## src/rtl/rom_reader_pkg.sv

```systemverilog
// Shared constants and FSM encoding for the ROM scan reader and its bench ROM.
package rom_reader_pkg;

  localparam int unsigned ROM_AW = 4;
  localparam int unsigned ROM_DW = 4;

  typedef enum logic [1:0] {
    ST_IDLE  = 2'd0,
    ST_ISSUE = 2'd1,
    ST_DRAIN = 2'd2
  } state_t;

endpackage

```

## src/rtl/rom_reader_if.sv

```systemverilog
// ROM read port plus output word stream; master = reader, slave = ROM/consumer side.
interface rom_reader_if
  import rom_reader_pkg::*;
#(
  parameter int unsigned AW = ROM_AW,
  parameter int unsigned DW = ROM_DW
);

  logic          mem_read;
  logic [AW-1:0] mem_addr;
  logic [DW-1:0] mem_dout;
  logic          out_valid;
  logic          out_ready;
  logic [DW-1:0] out_data;
  logic [AW-1:0] out_addr;

  modport master (
    output mem_read, mem_addr,
    input  mem_dout,
    output out_valid, out_data, out_addr,
    input  out_ready
  );

  modport slave (
    input  mem_read, mem_addr,
    output mem_dout,
    input  out_valid, out_data, out_addr,
    output out_ready
  );

endinterface

```

## src/rtl/rom_rd_fifo.sv

```systemverilog
// Output buffer for captured ROM words: DEPTH entries, push/pop/flush, occupancy count.
module rom_rd_fifo #(
  parameter int unsigned W     = 8,
  parameter int unsigned DEPTH = 2,
  localparam int unsigned PW   = $clog2(DEPTH),
  localparam int unsigned CW   = PW + 1
) (
  input  logic          clk,
  input  logic          rst_n,
  input  logic          flush,
  input  logic          push,
  input  logic [W-1:0]  wdata,
  input  logic          pop,
  output logic [W-1:0]  rdata,
  output logic [CW-1:0] count
);

  logic [W-1:0]  mem [DEPTH];
  logic [PW-1:0] wptr;
  logic [PW-1:0] rptr;

  always_ff @(posedge clk or negedge rst_n) begin
    if (!rst_n) begin
      wptr  <= '0;
      rptr  <= '0;
      count <= '0;
      for (int unsigned i = 0; i < DEPTH; i++) begin
        mem[i] <= '0;
      end
    end else if (flush) begin
      wptr  <= '0;
      rptr  <= '0;
      count <= '0;
    end else begin
      if (push) begin
        mem[wptr] <= wdata;
        wptr      <= wptr + PW'(1);
      end
      if (pop) begin
        rptr <= rptr + PW'(1);
      end
      count <= count + CW'(push) - CW'(pop);
    end
  end

  assign rdata = mem[rptr];

  overflow_check: assert property (@(posedge clk) disable iff (!rst_n)
    !(push && !pop && !flush && count == CW'(DEPTH)));

  underflow_check: assert property (@(posedge clk) disable iff (!rst_n)
    !(pop && !flush && count == '0));

endmodule

```

## src/rtl/rom_reader.sv

```systemverilog
// Scans a ROM address range with flow-controlled reads and streams tagged words out in order.
module rom_reader
  import rom_reader_pkg::*;
#(
  parameter int unsigned AW    = ROM_AW,
  parameter int unsigned DW    = ROM_DW,
  parameter int unsigned DEPTH = 2
) (
  input  logic          clk,
  input  logic          rst_n,
  input  logic          start,
  input  logic [AW-1:0] first_addr,
  input  logic [AW-1:0] last_addr,
  input  logic          abort,
  output logic          busy,
  output logic          done,
  rom_reader_if.master  bus
);

  localparam int unsigned CW = $clog2(DEPTH) + 1;

  state_t        state;
  state_t        state_nx;
  logic [AW-1:0] addr;
  logic [AW-1:0] rem;
  logic [AW-1:0] tag;
  logic          inflight;
  logic          issue;
  logic          done_nx;
  logic          accept;
  logic          pop;
  logic          push;
  logic          flush;
  logic [CW-1:0] count;
  logic [CW:0]   occ;
  logic [AW+DW-1:0] rdata;

  assign accept = (state == ST_IDLE) && start && !abort;
  assign pop    = bus.out_valid && bus.out_ready;
  assign push   = inflight && !abort;
  assign flush  = abort && (state != ST_IDLE);

  // Occupancy counts the word leaving this cycle as already gone, so the
  // next read can be issued alongside an accept and throughput stays 1/cycle.
  assign occ = {1'b0, count} + (CW+1)'(inflight) - (CW+1)'(pop);

  always_comb begin
    state_nx = state;
    issue    = 1'b0;
    done_nx  = 1'b0;
    unique case (state)
      ST_IDLE: begin
        if (accept) state_nx = ST_ISSUE;
      end
      ST_ISSUE: begin
        if (abort) begin
          state_nx = ST_IDLE;
        end else begin
          issue = (occ < (CW+1)'(DEPTH));
          if (issue && rem == '0) state_nx = ST_DRAIN;
        end
      end
      ST_DRAIN: begin
        if (abort) begin
          state_nx = ST_IDLE;
        end else if (occ == '0) begin
          state_nx = ST_IDLE;
          done_nx  = pop;
        end
      end
      default: state_nx = ST_IDLE;
    endcase
  end

  always_ff @(posedge clk or negedge rst_n) begin
    if (!rst_n) begin
      state    <= ST_IDLE;
      addr     <= '0;
      rem      <= '0;
      tag      <= '0;
      inflight <= 1'b0;
      done     <= 1'b0;
    end else begin
      state    <= state_nx;
      done     <= done_nx;
      inflight <= issue;
      if (accept) begin
        addr <= first_addr;
        rem  <= last_addr - first_addr;
      end else if (issue) begin
        tag  <= addr;
        addr <= addr + AW'(1);
        rem  <= rem - AW'(1);
      end
    end
  end

  rom_rd_fifo #(
    .W     (AW + DW),
    .DEPTH (DEPTH)
  ) u_fifo (
    .clk   (clk),
    .rst_n (rst_n),
    .flush (flush),
    .push  (push),
    .wdata ({tag, bus.mem_dout}),
    .pop   (pop),
    .rdata (rdata),
    .count (count)
  );

  assign busy          = (state != ST_IDLE);
  assign bus.mem_read  = issue;
  assign bus.mem_addr  = addr;
  assign bus.out_valid = (count != '0);
  assign bus.out_addr  = rdata[DW +: AW];
  assign bus.out_data  = rdata[DW-1:0];

endmodule

```

## src/flat_wrapper.sv

```systemverilog
// flat-port wrapper written by rule: the top's interface ports become plain ports
module rom_reader_flat import rom_reader_pkg::*;
#(
  parameter int unsigned AW    = ROM_AW,
  parameter int unsigned DW    = ROM_DW,
  parameter int unsigned DEPTH = 2
)
  (clk, rst_n, start, first_addr, last_addr, abort, busy, done, bus_mem_read, bus_mem_addr, bus_mem_dout, bus_out_valid, bus_out_data, bus_out_addr, bus_out_ready);
  rom_reader_if #(.AW(AW), .DW(DW)) bus_i ();
  input  logic clk;
  input  logic rst_n;
  input  logic start;
  input  logic [AW-1:0] first_addr;
  input  logic [AW-1:0] last_addr;
  input  logic abort;
  output logic busy;
  output logic done;
  output wire logic [$bits(bus_i.mem_read)-1:0] bus_mem_read;
  output wire logic [$bits(bus_i.mem_addr)-1:0] bus_mem_addr;
  input wire logic [$bits(bus_i.mem_dout)-1:0] bus_mem_dout;
  output wire logic [$bits(bus_i.out_valid)-1:0] bus_out_valid;
  output wire logic [$bits(bus_i.out_data)-1:0] bus_out_data;
  output wire logic [$bits(bus_i.out_addr)-1:0] bus_out_addr;
  input wire logic [$bits(bus_i.out_ready)-1:0] bus_out_ready;
  assign bus_mem_read = bus_i.mem_read;
  assign bus_mem_addr = bus_i.mem_addr;
  assign bus_i.mem_dout = bus_mem_dout;
  assign bus_out_valid = bus_i.out_valid;
  assign bus_out_data = bus_i.out_data;
  assign bus_out_addr = bus_i.out_addr;
  assign bus_i.out_ready = bus_out_ready;
  rom_reader #(.AW(AW), .DW(DW), .DEPTH(DEPTH)) u_core (.clk(clk), .rst_n(rst_n), .start(start), .first_addr(first_addr), .last_addr(last_addr), .abort(abort), .busy(busy), .done(done), .bus(bus_i));
endmodule
```

## config.mk

```make
export PLATFORM = sky130hd
export DESIGN_NAME = rom_reader_flat
export DESIGN_NICKNAME = d
export VERILOG_FILES = /design/src/rtl/rom_reader_pkg.sv /design/src/rtl/rom_reader_if.sv /design/src/rtl/rom_rd_fifo.sv /design/src/rtl/rom_reader.sv /design/src/flat_wrapper.sv
export SDC_FILE = /design/constraint.sdc
export NUM_CORES = 1
export LEC_CHECK = 0
export CAP_MARGIN = 5
export CELL_PAD_IN_SITES_DETAIL_PLACEMENT = 1
export CELL_PAD_IN_SITES_GLOBAL_PLACEMENT = 1
export CORE_MARGIN = 2
export CORE_UTILIZATION = 50
export CTS_BUF_LIST = sky130_fd_sc_hd__clkbuf_4 sky130_fd_sc_hd__clkbuf_8 sky130_fd_sc_hd__clkbuf_16
export DETAILED_ROUTE_END_ITERATION = 8
export DONT_BUFFER_PORTS = 1
export PLACE_DENSITY = 0.84
export SYNTH_ARGS = -nofsm -noshare
export SYNTH_HDL_FRONTEND = slang
export SYNTH_SLANG_ARGS = --single-unit
```

## constraint.sdc

```tcl
create_clock -name clk -period 4.2 [get_ports clk]
set_clock_uncertainty 0.1 [all_clocks]
set_input_delay 0.84 -clock clk [delete_from_list [all_inputs] [get_ports clk]]
set_output_delay 0.84 -clock clk [all_outputs]
set_load 0.02 [all_outputs]
```

* Word level (Yosys, flattened, before mapping)
Cells that the tools add are included.
** Word-level totals
- Input port bits :: 17
- Output and inout port bits :: 16
- Word-level logic and storage cells :: 78
- Register bits :: 36
** Operators by class
- Multiplexer cells :: 26
- Magnitude comparators :: 4
- Bitwise logic cells :: 4
- Equality and inequality tests :: 5
- Reductions and logical operators :: 19
- Add/sub/neg operators :: 9
** Operators with widths (number)
- 8-bit two-way mux :: 4
- 16-bit bitwise mux :: 1
- 4-bit two-way mux :: 4
- 2-bit two-way mux :: 6
- 2-bit nonzero test :: 5
- 1-bit two-way mux :: 9
- 8-bit demux with 1-bit select :: 1
- 1-bit logical AND :: 7
- 3-bit by 2-bit inequality test with 1-bit output, second input constant :: 2
- 2-bit one-hot mux with 3 select lines :: 1
- 4-bit by 1-bit adder with 4-bit output, second input constant :: 1
- 2-bit >= comparator, second input constant :: 2
- 4-bit zero test :: 1
- 1-bit inverter with 2-bit output :: 2
- 2-bit AND reduction :: 2
- 4-bit by 1-bit subtractor with 4-bit output, second input constant :: 1
- 4-bit subtractor :: 1
- 2-bit by 1-bit adder with 3-bit output :: 1
- 3-bit zero test :: 1
- 3-bit by 2-bit less-than comparator with 1-bit output, second input constant :: 1
- 3-bit AND reduction :: 1
- 3-bit by 1-bit subtractor with 3-bit output :: 1
- 1-bit adder, second input constant :: 2
- 2-bit by 1-bit adder with 2-bit output :: 1
- 8 further kinds :: 9

* Longest topological paths before layout
Gate-level depths: netlist (run 1).
- Depth in word-level cells :: 8
- Mapped depth :: 11
- Gate-level depth less buffers :: 10

* Hierarchy
From an unflattened synthesis (run 1), not the netlist that was laid out.
** Unflattened totals
- Cell total of the unflattened synthesis :: 160
- Area, all modules :: 1930.6 µm²
** By module, submodules not included
- rom_reader :: instances 1, cells an instance 102, seq. area each 400.4 µm², area an instance 1034.7 µm²
- rom_rd_fifo :: instances 1, cells an instance 58, seq. area each 500.5 µm², area an instance 895.9 µm²

* Least setup slack after synthesis (run 1)
No wires, ideal clock.
- Path kind :: reg2out
- From :: register u_core.u_fifo.count[1]
- To :: output bus_mem_read
- Required time :: 3.260 ns
- Cell stages (with the launch flop) :: 10
- Path slack :: 0.951 ns
- Arrival time :: 2.309 ns
- Path through :: dfrtp_1 or2_2 nand2_1 xnor2_1 ha_1 inv_1 fa_1 xnor2_2 nand3_1 inv_1
** Between the ends
- Word-level cells in the longest chain between the ends :: 6
** RTL lines
- start: declaration :: line rom_rd_fifo.sv:15 : output logic [CW-1:0] count
- start signal: assignment :: line rom_rd_fifo.sv:42 : count <= count + CW'(push) - CW'(pop);
- 2-bit nonzero test :: line rom_reader.sv:115 : assign bus.out_valid = (count != '0);
- named net bus_out_valid :: line flat_wrapper.sv:21 : output wire logic [$bits(bus_i.out_valid)-1:0] bus_out_valid;
- 1-bit logical AND :: line rom_reader.sv:39 : assign pop = bus.out_valid && bus.out_ready;
- 3-bit by 1-bit subtractor with 3-bit output :: line rom_reader.sv:45 : assign occ = {1'b0, count} + (CW+1)'(inflight) - (CW+1)'(pop);
- 3-bit by 2-bit less-than comparator with 1-bit output :: line rom_reader.sv:59 : issue = (occ < (CW+1)'(DEPTH));
- 1-bit two-way mux :: line rom_reader.sv:56 : if (abort) begin
- 1-bit two-way mux :: line rom_reader.sv:51 : unique case (state)
- end: declaration :: line flat_wrapper.sv:18 : output wire logic [$bits(bus_i.mem_read)-1:0] bus_mem_read;
The timed path passes the listed nets, and every way through them passes these cells.

* Final worst setup path (run 1)
Ends and elaborated chain as after synthesis.

==> results of run 1 <==
==> through the flow <==
| stage | instances | total power [mW] | setup WS, ns |
|---|---|---|---|
| 2_1_floorplan | 157 | 1.07 | 0.951 |
| 3_3_place_gp | 201 | 1.15 | 0.810 |
| 3_5_place_dp | 201 | 1.21 | 0.637 |
| 4_1_cts | 209 | 1.48 | 0.299 |
| 5_1_grt | 209 | 1.57 | 0.165 |
| 6_report | 209 | 1.46 | 0.325 |
==> where the power goes <==
| part | switching (mW) | leakage (nW) | internal [mW] | total [mW] |
|---|---|---|---|---|
| Sequential | 0.155 | 0.469 | 0.481 | 0.637 |
| Combinational | 0.296 | 0.452 | 0.266 | 0.562 |
| Clock | 0.123 | 0.0479 | 0.140 | 0.262 |
| Total | 0.574 | 0.968 | 0.887 | 1.46 |
==> cells by family after synthesis <==
kind of cell / count (synthesis) / share of synthesized area (%)
buffers and inverters: 13 / 2.75
AND/OR/NAND/NOR: 41 / 13.5
multiplexers: 30 / 17.6
AO/OA/AOI/OAI: 18 / 7.26
adder cells (fa/ha/maj): 10 / 7.33
flip-flops: 36 / 47.1
XOR/XNOR: 9 / 4.51
==> synthesized netlist by cell type (all sizes together) <==
library cell	count	area share [%]
dfrtp	36	47
mux2	29	17
ha	8	5.2
inv	8	1.6
nand2	8	1.6
nor2	7	1.4
xnor2	6	3.1
a221o	4	2.2
nor2b	4	1.3
nor3	4	1.0
o21ai	4	1.0
buf	3	0.78
xor2	3	1.4
a21o	2	0.85
a21oi	2	0.52
clkbuf	2	0.39
fa	2	2.1
nand3	2	0.52
nand3b	2	0.78
nand4	2	0.65
nor3b	2	1.4
o22ai	2	0.65
or2	2	0.65
a31oi	1	0.65
a41o	1	0.52
and2	1	0.33
and2b	1	0.46
and4	1	0.46
mux2i	1	0.52
nor4b	1	1.2
o21a	1	0.39
o21bai	1	0.39
or2b	1	0.39
or3	1	0.33
or3b	1	0.46
or4b	1	0.52
==> cell type report <==
type	count	area, sq um
well taps	48	60.1
fillers	371	1610
clock inverters	1	7.51
clock buffers	7	90.1
multi-input cells	108	960
flip-flops and latches	36	901
inverters	8	30.0
repair buffers	1	7.51
==> flip-flops by register name, indices dropped and copies added (netlist names) <==
signal               flops
u_core.bus.mem_addr      4
u_core.tag               4
u_core.u_fifo.mem       16
u_core.inflight          1
u_core.u_fifo.rptr       1
u_core.u_fifo.count      2
u_core.state             2
u_core.done              1
u_core.u_fifo.wptr       1
u_core.rem               4
==> worst max-delay path, stage by stage (launching register included) <==
cell	delay [ns]
dfrtp_1	0.45
or2_2	0.39
nand2_1	0.25
xnor2_1	0.16
ha_1	0.18
inv_1	0.05
fa_1	0.40
xnor2_2	0.35
nand3_1	0.17
inv_1	0.24
==> worst max-delay path by stage <==
stage / startpoint / to / slack (ns) / depth (start not counted)
2_1_floorplan: u_core.u_fifo.count[1]$_DFF_PN0_ / bus_mem_read / 0.95 / 9
3_3_place_gp: u_core.u_fifo.count[1]$_DFF_PN0_ / bus_mem_read / 0.81 / 9
3_5_place_dp: u_core.u_fifo.count[1]$_DFF_PN0_ / bus_mem_read / 0.64 / 9
4_1_cts: u_core.u_fifo.count[1]$_DFF_PN0_ / bus_mem_read / 0.30 / 9
5_1_grt: u_core.u_fifo.count[1]$_DFF_PN0_ / bus_mem_read / 0.17 / 9
6_report: u_core.u_fifo.count[1]$_DFF_PN0_ / bus_mem_read / 0.33 / 9
==> routing by layer <==
layer / track usage [%] / part of all wire, %
met2: 36.2 / 53
met1: 24.2 / 41
met5: 0 / 0
met4: 10.2 / 2.0
met3: 5.62 / 3.9
==> flow_summary_export.csv, run 1 <==
group,metric,value,unit
outcome,status,"finished, final reports clean",
grt,antenna_found_initial,0,
sta,fmax,0.258,GHz
cts,cts_setup_buffers,0,
worst_setup_path,critPathMaxFanout,7,
worst_setup_path,end_kind,"output pin",
die,die-height,65.9,microns
placement,place_area,0.00196,sq mm
drt,wire_per_inst,18.7,microns
pwr,leakage,0.968,nW
synth,ys_types,40,
cts,cts_resized,0,
cts,cts_tree,"built",
synth,netlist_instances,157,
pwr,vdd_drop_max,0.000305,V
die,dieWidth,65.9,microns
worst_setup_path,r2r-end,"u_core.bus.mem_addr[3]$_DFFE_PN0P_",
sta,setup_violations,0,
drt,dr.first_iter.drc_count,58,
worst_setup_path,r2r-start,"u_core.u_fifo.count[1]$_DFF_PN0_",
cts,clockBufferDepth,2,
sta,whs,0.142,ns
cts,numCtsBuffers,5,
die,die_area,0.00434,sq mm
cts,cts_max_level,2,
finish,mostFrequentLayoutCells,"dfrtp_1, mux2_2, inv_1, nand2_1, ha_1",
cts,cts.sinks,36,
finish,layout-drive-gt1-share,30.4,%
sta,finalSetupTns,0,ns
drt,vias_per_cell,5.75,
job,max-cap-violations,0,
drt,ant_nets,0,
synth,synthesis.nets,184,
die,placeableCoreArea,0.00366,sq mm
sta,rsz0062_at_grt,"no",
worst_setup_path,ff2ff_path_depth,10,
drt,drc,0,
grt,grt_pass1_vias,1357,
sta,report.final.slew_viol_count,0,
sta,finalHoldViolCount,0,
synth,ys_seq_elements,36,
drt,drt_first_pass_iters,4,
finish,final_nets,187,
synth,syn_avg_cell_area,12.2,sq um
cts,clock_latency,0.29,ns
sta,min_period,3.87,ns
grt,grt_pass1_wl,6.63,mm
worst_setup_path,arrival,2.93,ns
pwr,p_per_area,711,mW/mm^2
finish,diodes,0,
die,ioPinCount,33,
cts,ctsRootBufferMaster,"clkbuf_8",
synth,seq_area_frac_synth,47.1,%
die,num_rows,22,
finish,postLayoutCoreUtil,56.2,%
grt,grt_overflow,0,
worst_setup_path,r2r_slack,1.00,ns
die,start_util,52.3,%
worst_setup_path,cp.required,3.26,ns
placement,portBuffers,0,
sta,tightest_slew,0.813,ns
worst_setup_path,crit_type,"reg -> out",
synth,yosysWarnings,0,
grt,grt_use_total,21.1,%
placement,hpwl,2.98,mm
placement,gp_congestion,0.752,
sta,period_share,92.3,%
sta,relSlewSlack,45.7,%
cts,clk_pin_slew,0.07,ns
cts,ctsHoldBuffers,0,
drt,wl,3.91,mm
drt,vias,1202,
finish,area_growth_syn_to_layout,7.46,%
finish,final_area,0.00206,sq mm
grt,grt_max_degree,37,
finish,layout_commonest_cell,"dfrtp_1",
worst_setup_path,crit_path_start_kind,"register",
min_path,hold_class,"in -> async",
synth,synth_area,0.00191,sq mm
No activity file was read; power rests on OpenSTA's default activity.
==> inputs of run 2 (changes only) <==
==> constraint.sdc (replaced) <==
create_clock -name clk -period 4.2 [get_ports clk]
set_clock_uncertainty 0.1 [all_clocks]
set_input_delay 0.42 -clock clk [delete_from_list [all_inputs] [get_ports clk]]
set_output_delay 0.42 -clock clk [all_outputs]
set_load 0.02 [all_outputs]
==> flow_summary_export.csv, run 2 (synthesis results as in run 1) <==
group,metric,value,unit
min_path,hold_class,"in -> reg",
pwr,swShare,38.1,%
pwr,combPwrFrac,37.4,%
placement,hpwl,2.84,mm
worst_setup_path,crit_slowest_cell,"dfrtp_1",
sta,period_share,86.9,%
worst_setup_path,cp.required,3.68,ns
pwr,p_int,0.932,mW
finish,mostFrequentLayoutCells,"dfrtp_1, mux2_2, inv_1, nand2_1, ha_1",
sta,setup_violations,0,
worst_setup_path,crit_chain,"or2_2 -> nand2_1 -> xnor2_1 -> ha_1 -> inv_1 -> fa_1 -> xnor2_2 -> nand3_1 -> buf_4 -> inv_1",
drt,drt_first_pass_iters,4,
cts,ctsRootBufferMaster,"clkbuf_8",
cts,numCtsBuffers,5,
worst_setup_path,r2r_slack,0.91,ns
grt,antenna_found_initial,0,
cts,cts_tree,"built",
die,num_rows,22,
worst_setup_path,r2r-start,"u_core.u_fifo.count[1]$_DFF_PN0_",
pwr,vdd_drop_max,0.000318,V
worst_setup_path,ff2ff_path_depth,11,
pwr,leakage,0.992,nW
sta,finalSetupTns,0,ns
sta,relSlewSlack,47.4,%
die,die_area,0.00434,sq mm
worst_setup_path,crit_start,"u_core.u_fifo.count[1]$_DFF_PN0_",
cts,cts.sinks,36,
drt,vias,1215,
worst_setup_path,end_kind,"output pin",
pwr,p_sw,0.574,mW
finish,layout-drive-gt1-share,30.7,%
drt,drc,0,
job,max-cap-violations,0,
drt,dr.first_iter.drc_count,26,
grt,grt_pass1_wl,6.64,mm
sta,finalHoldViolCount,0,
pwr,power_frac_seq,42.4,%
sta,report.final.slew_viol_count,0,
sta,tightest_slew,0.787,ns
outcome,status,"finished, final reports clean",
cts,cts_max_level,2,
die,ioPinCount,33,
sta,min_period,3.65,ns
worst_setup_path,r2r-end,"u_core.bus.mem_addr[1]$_DFFE_PN0P_",
min_path,hold_start,"abort",
pwr,clockPowerShare,20.2,%
finish,largest_register_ffs,16,
worst_setup_path,crit_type,"reg -> out",
placement,gp_congestion,0.730,
worst_setup_path,critPathMaxFanout,11,
die,dieWidth,65.9,microns
grt,grt_max_degree,37,
drt,ant_nets,0,
worst_setup_path,cp_common_cell,"inv_1",
drt,wl,3.89,mm
cts,clockBufferDepth,2,
grt,grt_use_total,21.2,%
placement,portBuffers,0,
finish,layout_commonest_cell,"dfrtp_1",
grt,grt_overflow,0,
cts,clock_latency,0.29,ns
finish,area_growth_syn_to_layout,9.74,%
die,die-height,65.9,microns
cts,clk_pin_slew,0.07,ns
sta,fmax,0.274,GHz
worst_setup_path,arrival,3.13,ns
worst_setup_path,cp-endpoint,"bus_mem_read",
finish,regMostFlops,"u_core.u_fifo.mem",
drt,vias_per_cell,5.76,
drt,wire_per_inst,18.5,microns
cts,cts_resized,0,
worst_setup_path,cpPeakStageDelay,0.47,ns
die,placeableCoreArea,0.00366,sq mm
grt,grt_pass1_vias,1350,
finish,final_nets,189,
finish,postLayoutCoreUtil,57.3,%
die,start_util,52.3,%
pwr,p_per_area,717,mW/mm^2
sta,rsz0062_at_grt,"no",
worst_setup_path,crit_path_start_kind,"register",
finish,diodes,0,
[run 2: changes by cell type in the layout (fill, tap and decap cells not counted)]
cell           change
clkbuf_8           -1
clkinvlp_4         -1
dlygate4sd3_1      +1
clkinv_2           +1
buf_12             +1
bufinv_16          +1
[run 2: metrics by stage]
| step | worst slack (ns) | power, mW | instances | hold WS (ns) | instance area, sq um |
|---|---|---|---|---|---|
| floorplan | 1.32 | 1.07 | 157 | 0.0244 | 1910 |
| global placement | 1.09 | 1.15 | 201 | 0.0254 | 1960 |
| detailed placement | 0.849 | 1.21 | 201 | 0.0252 | 1960 |
| CTS | 0.506 | 1.53 | 211 | 0.0713 | 2100 |
| global route | 0.348 | 1.62 | 211 | 0.0697 | 2100 |
| finish | 0.549 | 1.51 | 211 | 0.0857 | 2100 |
[run 2: repair_timing]
item	4_1_cts	5_1_grt
hold endpoints to repair	36	0
buffers inserted	0	0
hold buffers	2	0
endpoints found under the setup margin	0	0
[run 2: power by group through the flow]
stage / sequential, mW / combinational (mW) / clock (mW)
detailed placement: 0.647 / 0.558 / 0
global placement: 0.630 / 0.522 / 0
CTS: 0.641 / 0.573 / 0.315
global route: 0.663 / 0.628 / 0.329
finish: 0.639 / 0.563 / 0.305
floorplan: 0.589 / 0.484 / 0
[run 2: worst min path at each step]
stage,to,slack (ns),depth (start not counted)
2_1_floorplan,u_core.bus.mem_addr[0]$_DFFE_PN0P_,0.02,0
3_3_place_gp,u_core.done$_DFF_PN0_,0.03,0
3_5_place_dp,u_core.done$_DFF_PN0_,0.03,0
4_1_cts,u_core.state[1]$_DFFE_PN0P_,0.07,1
5_1_grt,u_core.state[1]$_DFFE_PN0P_,0.07,1
6_report,u_core.state[1]$_DFFE_PN0P_,0.09,1
[run 2: final cells by class]
cell class | count | area (sq um)
inverters | 8 | 30.0
fillers | 366 | 1560
multi-input cells | 108 | 960
repair buffers | 3 | 37.5
clock buffers | 6 | 76.3
clock inverters | 2 | 35.0
well taps | 48 | 60.1
flip-flops and latches | 36 | 901
[run 2: routing by layer]
| layer | GRT usage [%] | share of wire [%] | wire [microns] |
|---|---|---|---|
| met1 | 24.1 | 41 | 1580 |
| met2 | 36.9 | 53 | 2080 |
| met3 | 6.30 | 4.3 | 169 |
| met4 | 8.59 | 1.8 | 70 |
| met5 | 0 | 0 | 0 |
[run 2: critical path, delay by kind of cell, from the launching register on]
kind                     cells  cell delay (ns)
AND/OR/NAND/NOR              3             0.77
flip-flops                   1             0.47
XOR/XNOR                     2             0.53
adder cells (fa/ha/maj)      2             0.62
buffers and inverters        3             0.46
==> inputs of run 3 (changes only) <==
==> constraint.sdc (replaced) <==
create_clock -name clk -period 4.2 [get_ports clk]
set_clock_uncertainty 0.1 [all_clocks]
set_input_delay 1.05 -clock clk [delete_from_list [all_inputs] [get_ports clk]]
set_output_delay 1.05 -clock clk [all_outputs]
set_load 0.02 [all_outputs]
==> flow_summary_export.csv, run 3 (synthesis results as in run 1) <==
group,metric,value,unit
drt,wl,4.28,mm
finish,final_nets,187,
cts,clk_pin_slew,0.08,ns
job,max-cap-violations,0,
pwr,vdd_drop_max,0.000386,V
grt,grt_overflow,0,
cts,ctsRootBufferMaster,"clkbuf_8",
drt,ant_nets,0,
pwr,swShare,38.5,%
pwr,combPwrFrac,38.2,%
die,ioPinCount,33,
worst_setup_path,critPathMaxFanout,7,
worst_setup_path,r2r-start,"u_core.u_fifo.count[1]$_DFF_PN0_",
finish,layout-drive-gt1-share,32.3,%
drt,drc,0,
pwr,p_total,1.54,mW
pwr,p_int,0.945,mW
drt,vias,1229,
cts,cts_tree,"built",
worst_setup_path,crit_path_start_kind,"register",
finish,mostFrequentLayoutCells,"dfrtp_1, mux2_2, ha_1",
finish,diodes,0,
grt,grt_max_degree,37,
die,num_rows,22,
cts,cts_setup_buffers,0,
finish,area_growth_syn_to_layout,8.96,%
cts,cts_max_level,2,
finish,largest_register_ffs,16,
worst_setup_path,arrival,2.86,ns
sta,finalHoldViolCount,0,
grt,antenna_found_initial,0,
finish,regMostFlops,"u_core.u_fifo.mem",
sta,report.final.slew_viol_count,0,
placement,hpwl,3.25,mm
grt,grt_use_total,22.5,%
sta,fmax,0.250,GHz
drt,wire_per_inst,20.5,microns
outcome,status,"finished, final reports clean",
sta,rsz0062_at_grt,"no",
sta,setup_violations,0,
finish,stdcell_count,209,
pwr,clockPowerShare,19.7,%
placement,gp_congestion,0.780,
min_path,hold_class,"in -> async",
sta,period_share,95.4,%
sta,min_period,4.01,ns
cts,cts.sinks,36,
cts,numCtsBuffers,5,
drt,drt_first_pass_iters,4,
drt,dr.first_iter.drc_count,33,
cts,clockBufferDepth,2,
worst_setup_path,r2r_slack,1.03,ns
finish,postLayoutCoreUtil,56.9,%
pwr,p_per_area,737,mW/mm^2
sta,finalSetupTns,0,ns
die,die_area,0.00434,sq mm
cts,clock_latency,0.28,ns
sta,tightest_slew,0.736,ns
finish,layout_commonest_cell,"dfrtp_1",
worst_setup_path,cp.required,3.05,ns
pwr,p_sw,0.592,mW
worst_setup_path,crit_type,"reg -> out",
placement,portBuffers,0,
die,placeableCoreArea,0.00366,sq mm
worst_setup_path,crit_start,"u_core.u_fifo.count[1]$_DFF_PN0_",
grt,grt_pass1_wl,7.07,mm
pwr,leakage,0.977,nW
die,die-height,65.9,microns
grt,grt_pass1_vias,1413,
drt,vias_per_cell,5.88,
placement,place_inst,201,
pwr,power_frac_seq,42.1,%
die,dieWidth,65.9,microns
sta,relSlewSlack,50.9,%
worst_setup_path,end_kind,"output pin",
die,start_util,52.3,%
==> run 3: cell count changes in the layout (fill, tap and decap cells not counted), sizes merged <==
cell         delta
buf             -1
dlygate4sd3     -1
==> run 3: final cells by class <==
class | count | area, sq um
multi-input cells | 108 | 973
repair buffers | 1 | 7.51
inverters | 8 | 30.0
flip-flops and latches | 36 | 902
fillers | 374 | 1580
clock inverters | 2 | 35.0
well taps | 48 | 60.1
clock buffers | 6 | 76.3
==> run 3: routing by layer <==
layer	global-route usage, %	routed length (microns)
met1	24.7	1600
met2	41.9	2410
met3	4.43	161
met4	9.38	110
met5	0	0
==> run 3: critical path, stage by stage, from the launching register on <==
cell and delay (ns):
dfrtp_2 0.48, or2_2 0.39, nand2_2 0.19, xnor2_1 0.17, ha_1 0.20, inv_1 0.05, fa_1 0.45, xnor2_4 0.26
nand3_1 0.19, inv_2 0.19
==> run 3: path summary, 6_finish.rpt <==
| path | endpoint | cells past startpoint |
|---|---|---|
| max reg2reg | u_core.rem[1]$_DFFE_PN0P_ | 11 |
| min | u_core.u_fifo.wptr$_DFFE_PN0P_ | 0 |
| max | bus_mem_read | 9 |
| max in group asynchronous | u_core.u_fifo.mem[5]$_DFFE_PN0P_ | 0 |
| min reg2reg | u_core.u_fifo.mem[2]$_DFFE_PN0P_ | 1 |
| min in group clk | u_core.u_fifo.mem[2]$_DFFE_PN0P_ | 1 |
==> run 3: per-stage QoR <==
step	setup WS, ns	hold WS [ns]	cell area, sq um
floorplan	0.546	0.374	1910
global placement	0.424	0.382	1960
detailed placement	0.210	0.393	1960
CTS	0.0554	0.350	2070
global route	0.0351	0.343	2080
finish	0.192	0.357	2080
==> run 3: repair_timing <==
item | 4_1_cts | 5_1_grt
setup endpoints to repair | 1 | 1
hold buffers | 0 | 0
gates cloned | 0 | 0
endpoints found under the hold margin | 0 | 0
resized for setup | 1 | 3
==> run 3: power by group through the flow <==
stage	Clock, mW	Sequential (mW)	Combinational (mW)
floorplan	0	0.589	0.484
global placement	0	0.629	0.519
detailed placement	0	0.651	0.568
CTS	0.308	0.644	0.577
global route	0.323	0.674	0.648
finish	0.302	0.647	0.587
